$ cat config.mk
export PLATFORM = sky130hd
export DESIGN_NAME = fifo_wr_arbiter
export DESIGN_NICKNAME = d
export VERILOG_FILES = /design/src/rtl/fifo_arb_pkg.sv /design/src/rtl/fifo_wr_arbiter_rr_pick.sv /design/src/rtl/fifo_wr_arbiter.sv
export SDC_FILE = /design/constraint.sdc
export NUM_CORES = 1
export LEC_CHECK = 0
export BUFFER_PORTS_ARGS = -buffer_cell sky130_fd_sc_hd__buf_2
export CORE_MARGIN = 3
export CORE_UTILIZATION = 44
export DETAILED_ROUTE_END_ITERATION = 10
export PLACE_DENSITY = 0.86
export SETUP_SLACK_MARGIN = 0.15
export SYNTH_ARGS = -nofsm -noshare
export SYNTH_HDL_FRONTEND = slang
export SYNTH_HIERARCHICAL = 1
export SYNTH_SLANG_ARGS = --single-unit
export TNS_END_PERCENT = 5
$ cat constraint.sdc
create_clock -name WCLK -period 5.72 [get_ports WCLK]
set_input_delay 0.286 -clock WCLK [delete_from_list [all_inputs] [get_ports WCLK]]
set_output_delay 0.286 -clock WCLK [all_outputs]
set_load 0.05 [all_outputs]
$ cat src/rtl/fifo_arb_pkg.sv
// Shared types and helpers for the FIFO write-side arbiter and related schedulers.
//   arb_state_t : arbiter FSM states
//   id_width()  : source-ID width for n requesters, never below 1 bit
//   DATA_LSB / LAST_OFS / ID_OFS : layout of the packed {id, last, data} FIFO word.
//     Data sits at DATA_LSB. The LAST flag and the ID LSB are placed at the
//     given offsets above the top data bit.
package fifo_arb_pkg;

  typedef enum logic [0:0] {
    ARB_IDLE    = 1'b0,
    ARB_GRANTED = 1'b1
  } arb_state_t;

  localparam int DATA_LSB = 0;
  localparam int LAST_OFS = 0;
  localparam int ID_OFS   = 1;

  function automatic int id_width(input int n);
    return (n < 2) ? 1 : $clog2(n);
  endfunction

endpackage

$ cat src/rtl/fifo_wr_arbiter_rr_pick.sv
// rr_pick: combinational round-robin picker.
//   req    in  N    request vector
//   ptr    in  IDW  index where the search starts (searches upward, wraps mod N)
//   onehot out N    one-hot winner (zero if nothing requested)
//   idx    out IDW  winner index
//   found  out 1    at least one request was set
module rr_pick
  import fifo_arb_pkg::*;
#(
  parameter int N   = 4,
  parameter int IDW = id_width(N)
) (
  input  logic [N-1:0]   req,
  input  logic [IDW-1:0] ptr,
  output logic [N-1:0]   onehot,
  output logic [IDW-1:0] idx,
  output logic           found
);

  logic [IDW-1:0] cand;

  // Walk the N positions starting at ptr; the first requester found wins.
  always_comb begin
    onehot = '0;
    idx    = '0;
    found  = 1'b0;
    cand   = '0;
    for (int i = 0; i < N; i++) begin
      cand = IDW'((int'(ptr) + i) % N);
      if (!found && req[cand]) begin
        found        = 1'b1;
        idx          = cand;
        onehot[cand] = 1'b1;
      end
    end
  end

endmodule

$ cat src/rtl/fifo_wr_arbiter.sv
// fifo_wr_arbiter: round-robin sharing of one async-FIFO write port among N
// requesters. A winner keeps the port for a whole packet or MAX_BEATS beats.
//   WCLK        in  1            write-domain clock
//   WRESETn     in  1            asynchronous active-low reset
//   REQ_VALID   in  N            per-requester valid
//   REQ_DATA    in  N*WIDTH      payload, requester i at [i*WIDTH +: WIDTH]
//   REQ_LAST    in  N            last beat of packet
//   REQ_READY   out N            per-requester ready (only the owner can be high)
//   FIFO_WDATA  out WIDTH+IDW+1  {id, last, data}
//   FIFO_WVALID out 1            FIFO write valid
//   FIFO_WREADY in  1            FIFO not full
//   GRANT       out N            one-hot owner, zero when idle
//   BUSY        out 1            a grant is active
module fifo_wr_arbiter
  import fifo_arb_pkg::*;
#(
  parameter  int N         = 4,
  parameter  int WIDTH     = 32,
  parameter  int MAX_BEATS = 16,
  localparam int IDW       = id_width(N)
) (
  input  logic                   WCLK,
  input  logic                   WRESETn,
  input  logic [N-1:0]           REQ_VALID,
  input  logic [N*WIDTH-1:0]     REQ_DATA,
  input  logic [N-1:0]           REQ_LAST,
  output logic [N-1:0]           REQ_READY,
  output logic [WIDTH+IDW:0]     FIFO_WDATA,
  output logic                   FIFO_WVALID,
  input  logic                   FIFO_WREADY,
  output logic [N-1:0]           GRANT,
  output logic                   BUSY
);

  localparam int CNTW = $clog2(MAX_BEATS + 1);

  arb_state_t     state, state_n;
  logic [N-1:0]   grant, grant_n;
  logic [IDW-1:0] owner, owner_n;
  logic [IDW-1:0] rr_ptr, rr_ptr_n;
  logic [CNTW-1:0] beat_cnt, beat_cnt_n;

  logic [N-1:0]     pick_onehot;
  logic [IDW-1:0]   pick_idx;
  logic             pick_found;
  logic             owner_valid;
  logic             owner_last;
  logic [WIDTH-1:0] owner_data;
  logic             handshake;
  logic             release_beat;

  rr_pick #(.N(N), .IDW(IDW)) u_pick (
    .req    (REQ_VALID),
    .ptr    (rr_ptr),
    .onehot (pick_onehot),
    .idx    (pick_idx),
    .found  (pick_found)
  );

  // Select the owner's request signals with constant-index compares.
  always_comb begin
    owner_valid = 1'b0;
    owner_last  = 1'b0;
    owner_data  = '0;
    for (int i = 0; i < N; i++) begin
      if (owner == IDW'(i)) begin
        owner_valid = REQ_VALID[i];
        owner_last  = REQ_LAST[i];
        owner_data  = REQ_DATA[i*WIDTH +: WIDTH];
      end
    end
  end

  assign BUSY        = (state == ARB_GRANTED);
  assign GRANT       = grant;
  assign FIFO_WVALID = BUSY && owner_valid;
  assign REQ_READY   = grant & {N{FIFO_WREADY}};
  assign handshake   = FIFO_WVALID && FIFO_WREADY;
  // The counter is checked against MAX_BEATS-1 so it never reaches a wrap.
  assign release_beat = handshake &&
                        (owner_last || (beat_cnt == CNTW'(MAX_BEATS - 1)));

  always_comb begin
    FIFO_WDATA = '0;
    if (BUSY) begin
      FIFO_WDATA[DATA_LSB +: WIDTH]     = owner_data;
      FIFO_WDATA[WIDTH + LAST_OFS]      = owner_last;
      FIFO_WDATA[WIDTH + ID_OFS +: IDW] = owner;
    end
  end

  always_comb begin
    state_n    = state;
    grant_n    = grant;
    owner_n    = owner;
    rr_ptr_n   = rr_ptr;
    beat_cnt_n = beat_cnt;
    case (state)
      ARB_IDLE: begin
        if (pick_found) begin
          state_n    = ARB_GRANTED;
          grant_n    = pick_onehot;
          owner_n    = pick_idx;
          beat_cnt_n = '0;
        end
      end
      ARB_GRANTED: begin
        if (release_beat) begin
          state_n    = ARB_IDLE;
          grant_n    = '0;
          beat_cnt_n = '0;
          // Next search starts just past the releasing owner.
          rr_ptr_n   = (owner == IDW'(N - 1)) ? '0 : owner + 1'b1;
        end else if (handshake) begin
          beat_cnt_n = beat_cnt + 1'b1;
        end
      end
      default: state_n = ARB_IDLE;
    endcase
  end

  always_ff @(posedge WCLK or negedge WRESETn) begin
    if (!WRESETn) begin
      state    <= ARB_IDLE;
      grant    <= '0;
      owner    <= '0;
      rr_ptr   <= '0;
      beat_cnt <= '0;
    end else begin
      state    <= state_n;
      grant    <= grant_n;
      owner    <= owner_n;
      rr_ptr   <= rr_ptr_n;
      beat_cnt <= beat_cnt_n;
    end
  end

endmodule
* Word level (Yosys, flattened, before mapping)
Cells that the tools add are included.
** Word-level totals
- Output and inout bits :: 45
- Bits of input ports :: 139
- Logic and storage cells :: 101
- Bits in registers :: 14
** Operators by class
- Mux-type cells :: 52
- Eq/ne operators :: 7
- Bitwise gates (word level) :: 5
- Reductions and logical operators :: 19
- Order comparisons :: 8
- Add/sub/neg operators :: 5
** Operators with widths (count)
- $mux W32 :: 4
- $mux W35 :: 1
- $mux W4 :: 6
- $mux W1 :: 22
- $mux W5 :: 3
- $lt A2 B3 Y1 const B :: 4
- $or A4 B4 Y4 :: 3
- $logic_and A1 B1 Y1 :: 10
- $mux W2 :: 5
- $pmux W5 S2 :: 1
- $bmux W1 S2 :: 4
- $demux W1 S2 :: 4
- $ge A2 B1 Y1 const B :: 4
- $pmux W4 S2 :: 1
- $reduce_and A2 Y1 :: 4
- $add A5 B1 Y5 const B :: 1
- $eq A5 B4 Y1 const B :: 1
- $add A2 B1 Y2 const B :: 2
- $add A2 B2 Y2 const B :: 2
- $and A4 B4 Y4 :: 1
- $eq A2 B2 Y1 const B :: 2
- $logic_not A1 Y1 :: 3
- $ne A3 B1 Y1 const B :: 1
- $eq A2 B1 Y1 const B :: 1
- 6 further kinds :: 6

* Longest topological paths before layout
- Word-level depth :: 14
- Gate-level depth with buffers :: 11

* Hierarchy
The synthesis kept the hierarchy.
** By module, submodules not included
- fifo_wr_arbiter :: cells an instance 278, times used 1, seq. area each 350.3 µm², area each 1976.9 µm²
- rr_pick :: cells an instance 45, times used 1, seq. area each 0.0 µm², area each 421.7 µm²

* Worst setup path after synthesis
Ideal clock, no wire load.
- Kind :: register -> output
- From :: reg owner[1]
- To :: out FIFO_WDATA[2]
- Arrival time :: 2165 ps
- Buffers on the path :: 3
- Cell stages (with the launch flop) :: 11
- Path slack :: 3269 ps
- Path through :: dfrtp_1 -> inv_1 -> ha_1 -> buf_6 -> nor2b_1 -> clkbuf_1 -> buf_2 -> a221oi_1 -> nor3_1 -> a21oi_1 -> nor2b_1
** Between the ends
- Word-level cells in the longest chain between the ends :: 6
- Elaborated cells on any way between the ends :: 9
** RTL lines
- start, declared :: line fifo_wr_arbiter.sv:39 : logic [IDW-1:0] owner, owner_n;
- start signal, assigned :: line fifo_wr_arbiter.sv:132 : owner <= owner_n;
- $logic_not A2 Y1 :: line fifo_wr_arbiter.sv:66 : if (owner == IDW'(i)) begin
- $mux W32 (3 in a row) :: line fifo_wr_arbiter.sv:66
- $mux W32 * :: line fifo_wr_arbiter.sv:66
- $mux W35 * :: line fifo_wr_arbiter.sv:85 : if (BUSY) begin
- end, declared :: line fifo_wr_arbiter.sv:28 : output logic [WIDTH+IDW:0] FIFO_WDATA,
Every way passes the cells marked *; elsewhere a longest branch is shown, timed or not.

* Worst setup path in the final report
- From :: reg owner[1]
- To :: out FIFO_WDATA[4]
Same word-level chain as after synthesis.

==> tab_implementation.tex <==
\begin{tabular}{lr}
\hline
Metric & Value \\
\hline
\multicolumn{2}{l}{\textbf{Synth}} \\
\quad Netlist cell types & 45 \\
\quad Cell type with the highest aggregate area in the netlist & sky130\_fd\_sc\_hd\_\_nor2b\_1 \\
\quad Area share of the leading cell type in the synthesized netlist & 0.172 \\
\quad Post-synthesis sequential element count & 14 \\
\quad Synthesized area divided by synthesized cell count & 7.43 sq um \\
\quad Top cells by area, synth & sky130\_fd\_sc\_hd\_\_nor2b\_1, sky130\_fd\_sc\_hd\_\_dfrtp\_1, sky130\_fd\_sc\_hd\_\_a221oi\_1 \\
\quad Async set or reset register ratio after synthesis & 1.00 \\
\quad Most used flip-flop cell after synthesis & sky130\_fd\_sc\_hd\_\_dfrtp\_1 \\
\quad Number of synthesis warnings & 6 \\
\quad Post-synthesis sequential area ratio & 0.146 \\
\quad Syn Nets & 473 \\
\quad Cell area after synthesis & 2400 sq um \\
\quad Cell count after synthesis & 323 \\
\quad Number of enable flip-flop cells after synthesis & 0 \\
\multicolumn{2}{l}{\textbf{Setup path}} \\
\quad Crit path required time & 5430 ps \\
\quad Element type at the critical path end & output pin \\
\quad Maximum fanout encountered on the critical timing path & 20 \\
\quad Critical Setup Path Class & flop to output pin \\
\quad Worst path bufs/invs & 3 \\
\quad Sort of element at the start of the critical path & flop \\
\quad CP cell instances & inv\_1, ha\_1, nor2b\_2, buf\_4, a221oi\_1, nor3\_1, a21oi\_1, nor2b\_1, buf\_2 \\
\quad Delay contributed by the slowest stage of the critical path & 490 ps \\
\quad CP max stage cell & sky130\_fd\_sc\_hd\_\_nor2b\_2 \\
\quad Category of cells accounting for the largest share of critical-path delay & simple AND/OR/NAND/NOR gates \\
\quad Data arrival time at the worst-slack endpoint & 2670 ps \\
\multicolumn{2}{l}{\textbf{STA}} \\
\quad Number of pins exceeding their max-slew limit in the final report & 0 \\
\quad Part of the cycle the worst path needs & 0.517 \\
\quad Upper clock frequency limit & 338 MHz \\
\quad Final-report setup violation count & 0 \\
\quad Post-route clock skew & 7.51 ps \\
\quad Final Hold Slack & 473 ps \\
\quad Unrepaired setup endpoints after global routing & false \\
\quad Measured slew at the worst slew-check pin & 1230 ps \\
\quad Final worst path period need & 2960 ps \\
\quad Smallest setup slack after layout & 2760 ps \\
\quad Final Hold Violating Endpoints & 0 \\
\quad Aggregate negative setup slack & 0 ps \\
\quad Slew Limit Headroom & 0.179 \\
\multicolumn{2}{l}{\textbf{Clock network}} \\
\quad H-tree depth & 1 \\
\quad Worst-Skew Late Latency & 240 ps \\
\quad Total of hold buffers inserted after clock tree synthesis & 1 \\
\quad CTS tree & yes \\
\quad Maximum buffer depth of the clock tree & 2 \\
\quad Clock Pin Slew Worst Setup and Hold Paths & 60 ps \\
\quad Number of clock sinks seen by CTS & 14 \\
\quad Post\_cts resized & 0 \\
\quad TritonCTS buffer count & 3 \\
\quad Number of buffers inserted by post-CTS setup repair & 0 \\
\quad Buffer type at the clock tree root & sky130\_fd\_sc\_hd\_\_clkbuf\_8 \\
\multicolumn{2}{l}{\textbf{Global routing}} \\
\quad Largest net degree at the start of global routing & 69 \\
\quad Grt ovf & 0 \\
\quad First-pass GRT wire length & 13000 um \\
\quad Number of antenna violations at the first check in global routing & 0 \\
\quad Number of global-route vias before repair & 2706 \\
\quad Overall fraction of global-route tracks in use & 0.250 \\
\multicolumn{2}{l}{\textbf{Cells and area}} \\
\quad Layout-stage area growth over the synthesis result & 38.9\% \\
\quad Post-layout net count & 634 \\
\quad Fraction of layout cells with a size suffix above 1 & 0.423 \\
\quad Filler instances & 460 \\
\quad Post-route cell area & 3330 sq um \\
\quad Diodes inserted & 0 \\
\multicolumn{2}{l}{\textbf{Floorplan}} \\
\quad Initial core utilization & 0.461 \\
\quad I/O pin cnt & 184 \\
\quad Area of the core & 5200 sq um \\
\quad Die extent in y & 79.8 um \\
\quad Cell Rows & 26 \\
\quad Area enclosed by the die boundary & 6370 sq um \\
\quad Die width & 79.8 um \\
\multicolumn{2}{l}{\textbf{Place}} \\
\quad HPWL after detailed placement & 6720 um \\
\quad Standard cell area after detailed placement & 3280 sq um \\
\quad Count of port buffers added during placement & 183 \\
\quad Worst setup timing slack at the placement stage & 2980 ps \\
\quad Final weighted congestion of routability-driven global placement & 0.858 \\
\multicolumn{2}{l}{\textbf{Routing}} \\
\quad Vias per cell & 5.67 \\
\quad First DRT Iteration DRCs & 134 \\
\quad Routed length per placed instance & 16.3 um \\
\quad Vias after detailed routing & 3132 \\
\quad Wirelength, routed & 9010 um \\
\quad DRT antenna net count & 0 \\
\quad DRC violations left & 0 \\
\quad Number of iterations in the first detailed-routing pass & 5 \\
\multicolumn{2}{l}{\textbf{Status}} \\
\quad Run status & finished, final reports clean \\
\multicolumn{2}{l}{\textbf{Worst hold path}} \\
\quad Worst min-delay path category & input pin to async pin \\
\multicolumn{2}{l}{\textbf{Job}} \\
\quad Total of max-cap violations & 0 \\
\hline
\end{tabular}
[cells in the final DEF, fill, tap and decap left out, types with 3 or more instances in the layout]
| master | n |
|---|---|
| sky130_fd_sc_hd__clkbuf_8 | 3 |
| sky130_fd_sc_hd__nand2b_1 | 4 |
| sky130_fd_sc_hd__o21ai_0 | 14 |
| sky130_fd_sc_hd__buf_4 | 3 |
| sky130_fd_sc_hd__a22oi_1 | 8 |
| sky130_fd_sc_hd__nor3_1 | 33 |
| sky130_fd_sc_hd__nand2_1 | 13 |
| sky130_fd_sc_hd__and2_1 | 8 |
| sky130_fd_sc_hd__nor2_1 | 7 |
| sky130_fd_sc_hd__nand3_1 | 7 |
| sky130_fd_sc_hd__a221oi_1 | 32 |
| sky130_fd_sc_hd__o211ai_1 | 3 |
| sky130_fd_sc_hd__dfrtp_1 | 14 |
| sky130_fd_sc_hd__nor2b_1 | 65 |
| sky130_fd_sc_hd__ha_1 | 9 |
| sky130_fd_sc_hd__buf_2 | 183 |
| sky130_fd_sc_hd__inv_1 | 8 |
| sky130_fd_sc_hd__a21oi_1 | 32 |
[worst register-to-register path, cell delays in order (launching register included)]
cell and delay (ps):
sky130_fd_sc_hd__dfrtp_1 690, sky130_fd_sc_hd__inv_1 150, sky130_fd_sc_hd__ha_1 390, sky130_fd_sc_hd__mux4_2 440, sky130_fd_sc_hd__nor3_1 360, sky130_fd_sc_hd__nand2b_1 170, sky130_fd_sc_hd__inv_1 120, sky130_fd_sc_hd__nor2_1 120
sky130_fd_sc_hd__nand2_1 160, sky130_fd_sc_hd__o21ai_0 90
[cell families (layout without fill, tap and decap cells)]
logic type,Yosys count,count (layout),synth area share
AO/OA/AOI/OAI,97,97,0.281
AND/OR/NAND/NOR,154,154,0.380
buffers and inverters,39,198,0.0756
adder cells (fa/ha/maj),11,11,0.0574
flip-flops,14,14,0.146
multiplexers,8,8,0.0600
[synthesized netlist by cell type (all sizes together) (2+ instances only)]
cell type,number
a32o,2
nand4b,2
nor2,9
a22oi,8
a221oi,33
nand2,14
nand2b,4
mux2i,2
nor3,33
a21oi,32
nand3,7
nor3b,2
o21ai,14
mux2,2
buf,9
mux4,4
dfrtp,14
inv,8
clkbuf,22
a211oi,2
and4,2
nor2b,66
ha,11
o211ai,3
and2,8
[metal layers]
metal	GRT usage	vias up	wire length [um]
met4	0.0608	0	76
li1	-	1527	-
met3	0.0327	10	789
met2	0.447	176	4590
met5	0	-	0
met1	0.317	1419	3550
[state kept, by name, indices dropped and copies added, names as in the netlist]
register / cells
beat_cnt: 5
owner: 2
GRANT: 4
rr_ptr: 2
BUSY: 1
[final cells by class]
| class | instances | area, sq um | share of cell area |
|---|---|---|---|
| multi-input combinational | 270 | 1870 | 0.563 |
| timing repair buffer | 187 | 948 | 0.285 |
| sequential | 14 | 350 | 0.105 |
| tap | 70 | 87.6 | 0.0263 |
| clock buffer | 3 | 41.3 | 0.0124 |
| inverter | 8 | 30.0 | 0.00901 |
[path summary, 6_finish.rpt]
kind	slack [ps]	cells after the start	endpoint	from
max	2760	9	FIFO_WDATA[4]	owner[1]
min	470	2	GRANT[0]	WRESETn
max reg2reg	2920	9	GRANT[3]	rr_ptr[0]
min reg2reg	540	1	beat_cnt[0]	beat_cnt[0]
max in group asynchronous	4990	2	rr_ptr[0]	WRESETn
min in group WCLK	540	1	beat_cnt[0]	beat_cnt[0]
[per-stage QoR]
step | util | std cells
2_1_floorplan | - | 323
3_3_place_gp | 0.630 | 548
3_5_place_dp | 0.630 | 548
4_1_cts | 0.640 | 552
5_1_grt | 0.640 | 552
6_report | 0.640 | 552
Power is not shown: default switching activity piles up to over one toggle a cycle in this logic, so the estimate is an artifact.
